==> src/rtl/mem_arbiter.sv <==
// mem_arbiter: shares one single-port memory between instruction fetch and the data stage.
// Define ARB_STARVE_GUARD_EN to let fetch win after STARVE_LIMIT consecutive data grants.
module mem_arbiter #(
  parameter int STARVE_LIMIT = 4
) (
  input  logic        clk,
  input  logic        rst,
  input  logic        if_req,
  input  logic [31:0] if_addr,
  output logic        if_done,
  output logic [31:0] if_rdata,
  input  logic        dm_req,
  input  logic        dm_we,
  input  logic [31:0] dm_addr,
  input  logic [31:0] dm_wdata,
  output logic        dm_done,
  output logic [31:0] dm_rdata,
  output logic        mem_req,
  output logic        mem_we,
  output logic [31:0] mem_addr,
  output logic [31:0] mem_wdata,
  input  logic        mem_ack,
  input  logic [31:0] mem_rdata,
  output logic        stall_if,
  output logic        stall_mem
);
  typedef enum logic [1:0] {IDLE, BUSY_IF, BUSY_DM} state_t;
  state_t state_q, state_d;
  logic [31:0] addr_q, addr_d, wdata_q, wdata_d, if_rdata_q, if_rdata_d, dm_rdata_q, dm_rdata_d;
  logic we_q, we_d, if_done_q, if_done_d, dm_done_q, dm_done_d, pick_if;
  if (STARVE_LIMIT < 1 || STARVE_LIMIT > 15) begin : g_bad_limit
    $error("STARVE_LIMIT must be within 1..15");
  end
`ifdef ARB_STARVE_GUARD_EN
  logic [3:0] cnt_q, cnt_d;
  assign pick_if = if_req & (~dm_req | (cnt_q == 4'(STARVE_LIMIT)));
  always_comb begin
    cnt_d = cnt_q;
    if (state_q == IDLE && pick_if) cnt_d = 4'd0;
    else if (state_q == IDLE && dm_req && if_req) cnt_d = cnt_q + 4'd1;
  end
  always_ff @(posedge clk) cnt_q <= rst ? 4'd0 : cnt_d;
`else
  assign pick_if = if_req & ~dm_req;
`endif
  always_comb begin
    state_d    = state_q;
    addr_d     = addr_q;
    we_d       = we_q;
    wdata_d    = wdata_q;
    if_done_d  = 1'b0;
    dm_done_d  = 1'b0;
    if_rdata_d = if_rdata_q;
    dm_rdata_d = dm_rdata_q;
    if (state_q == IDLE) begin
      if (pick_if) begin
        state_d = BUSY_IF;
        addr_d  = if_addr;
        we_d    = 1'b0;
        wdata_d = 32'd0;
      end else if (dm_req) begin
        state_d = BUSY_DM;
        addr_d  = dm_addr;
        we_d    = dm_we;
        wdata_d = dm_wdata;
      end
    end else if (mem_ack) begin
      state_d = IDLE;
      if (state_q == BUSY_IF) begin
        if_done_d  = 1'b1;
        if_rdata_d = mem_rdata;
      end else begin
        dm_done_d  = 1'b1;
        dm_rdata_d = we_q ? dm_rdata_q : mem_rdata;
      end
    end
  end
  always_ff @(posedge clk) begin
    if (rst) begin
      state_q    <= IDLE;
      addr_q     <= 32'd0;
      we_q       <= 1'b0;
      wdata_q    <= 32'd0;
      if_done_q  <= 1'b0;
      dm_done_q  <= 1'b0;
      if_rdata_q <= 32'd0;
      dm_rdata_q <= 32'd0;
    end else begin
      state_q    <= state_d;
      addr_q     <= addr_d;
      we_q       <= we_d;
      wdata_q    <= wdata_d;
      if_done_q  <= if_done_d;
      dm_done_q  <= dm_done_d;
      if_rdata_q <= if_rdata_d;
      dm_rdata_q <= dm_rdata_d;
    end
  end
  assign mem_req   = state_q != IDLE;
  assign mem_we    = we_q & mem_req;
  assign mem_addr  = addr_q;
  assign mem_wdata = wdata_q;
  assign if_done   = if_done_q;
  assign dm_done   = dm_done_q;
  assign if_rdata  = if_rdata_q;
  assign dm_rdata  = dm_rdata_q;
  assign stall_if  = if_req & ~if_done_q;
  assign stall_mem = dm_req & ~dm_done_q;
endmodule

==> config.mk <==
export PLATFORM = sky130hd
export DESIGN_NAME = mem_arbiter
export DESIGN_NICKNAME = d
export VERILOG_FILES = /design/src/rtl/mem_arbiter.sv
export SDC_FILE = /design/constraint.sdc
export NUM_CORES = 1
export LEC_CHECK = 0
export CORE_MARGIN = 5
export CORE_UTILIZATION = 42
export DETAILED_ROUTE_END_ITERATION = 10
export GPL_ROUTABILITY_DRIVEN = 0
export PLACE_DENSITY = 0.85
export REMOVE_ABC_BUFFERS = 1
export SKIP_CTS_REPAIR_TIMING = 1
export SLEW_MARGIN = 10
export SYNTH_ARGS = -nofsm -noshare
export SYNTH_HDL_FRONTEND = slang
export SYNTH_SLANG_ARGS = --single-unit
==> constraint.sdc <==
create_clock -name clk -period 3.8 [get_ports clk]
set_input_delay 0.76 -clock clk [delete_from_list [all_inputs] [get_ports clk]]
set_output_delay 0.76 -clock clk [all_outputs]
set_load 0.02 [all_outputs]
==> results of run 1 <==
## worst max-delay path: stages (launching register included)
cell and delay [ns]:
dfxtp_1 0.52, nor2_4 0.08, inv_2 0.41, and2_1 0.22, clkdlybuf4s50_1 0.62
## layout make-up
class	instances	area (sq um)
clock buffer	18	439
fill	860	3270
clock inverter	13	110
sequential	133	2660
multi-input combinational	440	2090
timing repair buffer	278	2770
inverter	2	7.51
tap	143	179
## synth_stat cells
library cell and count:
nand2_1 226, dfxtp_1 133, a21oi_1 130, a311oi_1 32, buf_2 29, o21ai_0 28
clkbuf_1 24, nor2_1 5, o21ai_1 5, buf_1 3, nor2b_1 3, and3b_1 2
nand3b_1 2, a22oi_1 1, and2_1 1, inv_1 1, inv_2 1, nand2b_1 1
nor2_2 1, nor2_4 1, nor3b_4 1, or2_1 1
## cell usage in the layout (no fill, tap or decap), types with 2 or more instances in the layout
cell type	count
and3b_1	2
nor2b_1	2
clkdlybuf4s50_1	266
a21oi_1	130
nor2_1	4
clkbuf_16	17
nor2_4	2
a311oi_1	32
dfxtp_1	133
o21ai_0	28
clkinv_2	5
buf_4	11
nand2_1	226
nand3b_1	2
o21ai_1	5
clkinvlp_4	5
## worst min-delay path by stage
| stage | end | from | cells past startpoint | slack [ns] |
|---|---|---|---|---|
| after floorplan | we_q | we_q | 2 | 0.46 |
| after global placement | if_rdata[23] | if_rdata[23] | 2 | 0.44 |
| after detailed placement | if_rdata[16] | if_rdata[16] | 2 | 0.45 |
| after CTS | if_rdata[16] | if_rdata[16] | 2 | 0.45 |
| after global routing | if_rdata[2] | if_rdata[2] | 2 | 0.48 |
| final | if_rdata[14] | if_rdata[14] | 2 | 0.45 |
## registers in the layout, indices dropped and copies added (netlist names)
| register | flops |
|---|---|
| if_rdata | 32 |
| we_q | 1 |
| if_done | 1 |
| dm_rdata | 32 |
| mem_wdata | 32 |
| dm_done | 1 |
| mem_addr | 32 |
| state_q | 2 |
## power by group
group,switching (uW),total (uW),internal (uW),leakage [uW]
combinational,342,674,332,0.00161
sequential,46.1,1520,1480,0.00109
clock,595,1500,908,0.000260
## metal layers
metal | wire length [microns] | up-vias | global-route usage, %
li1 | - | 2606 | -
met1 | 6640 | 2530 | 27.2
met2 | 8580 | 308 | 40.9
met3 | 1840 | 42 | 9.57
met4 | 544 | 0 | 10.3
met5 | 0 | - | 0
## cell families (layout without fill, tap and decap cells)
kind of cell | Yosys count | count (layout) | share of synthesized area, %
flops | 133 | 133 | 53.3
compound gates | 196 | 196 | 22.1
simple gates | 244 | 244 | 19.5
buf+inv | 58 | 311 | 5.09
## through the flow
step,hold WS [ns],total power [uW],cells,instance area [sq um]
6_report,0.454,3700,1027,8250
5_1_grt,0.477,3850,1027,8250
4_1_cts,0.453,3730,1027,8250
3_5_place_dp,0.446,2220,996,7700
3_3_place_gp,0.442,2210,996,7700
2_1_floorplan,0.455,1820,575,4750
==> results_dict.tcl, run 1 <==
set metrics [dict create \
    status "finished clean" \
    wl_per_cell_microns 17.1 \
    r2r_end "mem_addr[24]" \
    setup_slack_ns 0.785 \
    cts_max_level 4 \
    antenna_found_initial 0 \
    cp_max_fo 36 \
    grt_first_pass_wirelength_mm 28.1 \
    fin_setup_tns_ns 0 \
    hold_path_class "flip-flop to flip-flop" \
    end_kind "primary output" \
    wirelength_mm 17.6 \
    finalMaxSlewViolations 0 \
    grt_use_total_pct 24.3 \
    die_h_microns 119 \
    fin_util_pct 71.6 \
    endpoint "mem_we" \
    dp_hpwl_mm 12.4 \
    antenna_left 0 \
    diodes 0 \
    initial_core_util_pct 43.4 \
    drc 0 \
    rsz0062_at_grt "false" \
    r2r_slack_ns 1.95 \
    io_pins 268 \
    nNetsFinal 1006 \
    peakVddDrop_uv 239 \
    hold_viol_final 0 \
    num_vias 5486 \
    io_buffers 267 \
    grt_pass1_vias 5600 \
    clock_path_buffers 2 \
    synth_cell_types 22 \
    layout_min_cycle_time_ns 3.01 \
    syn_inst 631 \
    clk_latency_ns 0.40 \
    cts.sinks 133 \
    worstMarginPinSlew_ns 0.776 \
    dr.pass1.iters 7 \
    r2r_cells 4 \
    grt_max_degree 72 \
    drt_iter0_markers 493 \
    ys_seq_area_share_pct 53.3 \
    core_area_sq_um 11500 \
    timing.rr.start "state_q[1]" \
    die_area_sq_um 14200 \
    leakagePower_uw 0.00295 \
    cp_data_arrival_time_ns 2.25 \
    slew_headroom_pct 48.1 \
    timing.max_cap.violations 0 \
    period_share_pct 79.3 \
    overflow 0 \
    ctsRootBufferMaster "clkbuf_16" \
    area_growth_pct 65.2 \
    synth_top_cell_area_share_pct 53.3 \
    yosysTopAreaCell "dfxtp_1" \
    clock.fmax_mhz 332 \
    ys_seq_elements 133 \
    syn_avg_cell_area_sq_um 7.91 \
    setup.worst_path.start "state_q[1]" \
    drive_gt1_share_pct 5.54 \
    path_class "flip-flop to primary output" \
    ys_warn_count 0 \
    skew_ns 0.00661 \
    numCtsBuffers 17 \
    cp.required_ns 3.04 \
    clkTransAtPathRegs_ns 0.06 \
    p_per_area_nw_per_um2 449 \
    dp_slack_ns 0.826 \
    setup_viol_count_final 0 \
    syn_area_sq_um 4990 \
    fp-row-count 39 \
    startpoint_type "flip-flop" \
    yosys-top-cells-area "dfxtp_1 53%, nand2_1 17%, a21oi_1 13%" \
    tritoncts "built" \
    via_per_inst 5.34 \
    die_w_microns 119 \
]
(Power assumes the default switching activity.)
==> run 2, diff against run 1 <==
Settings changed: CORE_UTILIZATION 42 to 39, PLACE_DENSITY 0.85 to 0.8.
Clock period 3.8 ns to 2.95 ns, I/O delays scaled along.
==> results_dict.tcl, run 2 (synthesized netlist as in run 1, its figures left out) <==
set metrics [dict create \
    drt_iter0_markers 305 \
    cp.required_ns 2.36 \
    end_kind "primary output" \
    grt_first_pass_wirelength_mm 25.4 \
    skew_ns 0.00323 \
    cts_max_level 4 \
    grt_max_degree 70 \
    p_per_area_nw_per_um2 587 \
    layout.cells.non_filler 1060 \
    clock.fmax_mhz 389 \
    final_common_cell "clkdlybuf4s50_1" \
    cp_data_arrival_time_ns 1.98 \
    die_area_sq_um 15200 \
    initial_core_util_pct 39.7 \
    status "finished clean" \
    startpoint_type "flip-flop" \
    antenna_found_initial 0 \
    grt_use_total_pct 21.8 \
    dp_hpwl_mm 11.8 \
    core_area_sq_um 12600 \
    finalMaxSlewViolations 0 \
    ctsRootBufferMaster "clkbuf_16" \
    leakagePower_uw 0.00300 \
    num_vias 5256 \
    hold_viol_final 0 \
    via_per_inst 4.96 \
    drc 0 \
    tritoncts "built" \
    path_class "flip-flop to primary output" \
    drive_gt1_share_pct 5.74 \
    place_area_sq_um 7760 \
    wirelength_mm 17.2 \
    timing.rr.start "state_q[1]" \
    setup_viol_count_final 0 \
    mostFrequentLayoutCells "266 x clkdlybuf4s50_1, 226 x nand2_1, 133 x dfxtp_1" \
    rsz0062_at_grt "false" \
    peakVddDrop_uv 315 \
    die_w_microns 123 \
    timing.max_cap.violations 0 \
    clkTransAtPathRegs_ns 0.05 \
    clock_path_buffers 2 \
    io_pins 268 \
    path_cells "nor2_4 -> inv_2 -> and2_1 -> clkdlybuf4s50_1" \
    holdPathStages 2 \
    period_share_pct 87.2 \
    fin_util_pct 66.4 \
    worst_hold_path.endpoint "dm_rdata[0]" \
    crit_path_max_incr_delay_ns 0.62 \
    r2r_end "mem_addr[12]" \
    min_from "dm_rdata[0]" \
    io_buffers 267 \
    overflow 0 \
    dp.cells 1029 \
    worst_path_max_delay_cell "clkdlybuf4s50_1" \
    r2r_slack_ns 1.44 \
    numCtsBuffers 17 \
    diodes 0 \
    final_cell_area_sq_um 8350 \
    area_growth_pct 67.2 \
    cp_max_fo 14 \
    wl_per_cell_microns 16.2 \
    grt_pass1_vias 5032 \
    n_fill_cell 1042 \
    slew_headroom_pct 71.2 \
    antenna_left 0 \
    layout_min_cycle_time_ns 2.57 \
    die_h_microns 123 \
    clk_latency_ns 0.41 \
    hold_path_class "flip-flop to flip-flop" \
    nNetsFinal 1010 \
    fp-row-count 41 \
    dr.pass1.iters 6 \
    cts.sinks 133 \
    worstMarginPinSlew_ns 0.432 \
    fin_setup_tns_ns 0 \
    r2r_cells 5 \
]
-- run 2: changes by cell type in the layout (fill, tap and decap cells not counted), sizes merged --
cell	previous run	this run
buf	12	16
clkinv	6	4
bufinv	1	2
clkbuf	18	23
clkinvlp	5	2
inv	3	2
-- run 2: cell type report --
class                   count  area (sq um)  area share [%]
clock buffers              23           488            5.84
multi-input cells         440          2080            24.9
flip-flops and latches    133          2660            31.9
repair buffers            282          2800            33.5
clock inverters             8          98.8            1.18
inverters                   2          7.51          0.0899
well taps                 172           215            2.58
-- run 2: worst max path at each step --
stage               cells past startpoint  slack [ns]        from           end
floorplan                               3        0.69      dm_req  mem_addr[10]
global placement                        3        0.46      if_req      stall_if
detailed placement                      3        0.44      if_req      stall_if
CTS                                     4        0.35  state_q[1]        mem_we
global route                            4        0.27  state_q[1]        mem_we
finish                                  4        0.38  state_q[1]        mem_we
-- run 2: critical path, delay by kind of cell, from the launching register on --
kind	cells	cell delay (ns)
and+or+nand+nor	2	0.23
DFF	1	0.51
buffers and inverters	2	0.82
-- run 2: layer usage --
layer / vias up / GRT usage [%] / share of wire (%)
met5: - / 0 / 0
met4: 0 / 7.75 / 2.0
met3: 27 / 12.0 / 14
met2: 229 / 37.4 / 49
met1: 2385 / 22.4 / 36
li1: 2615 / - / -
-- run 2: report_power, final --
part	switching, uW	internal, uW	leakage (uW)	total (uW)
combinational	435	433	0.00163	868
sequential	55.6	1900	0.00109	1960
clock	749	1320	0.000285	2070
-- run 2: per-stage QoR --
step / hold slack [ns] / worst slack, ns / power (uW)
after floorplan: 0.455 / 0.691 / 2340
after global placement: 0.440 / 0.462 / 2860
after detailed placement: 0.446 / 0.440 / 2870
after CTS: 0.454 / 0.353 / 4950
after global routing: 0.465 / 0.269 / 5100
final: 0.452 / 0.378 / 4900
==> run 3, diff against run 2 <==
Settings changed: CTS_CLUSTER_SIZE set to 20.
==> results of run 3 <==
The final DEF is identical to that of run 2; final timing and power are the same.
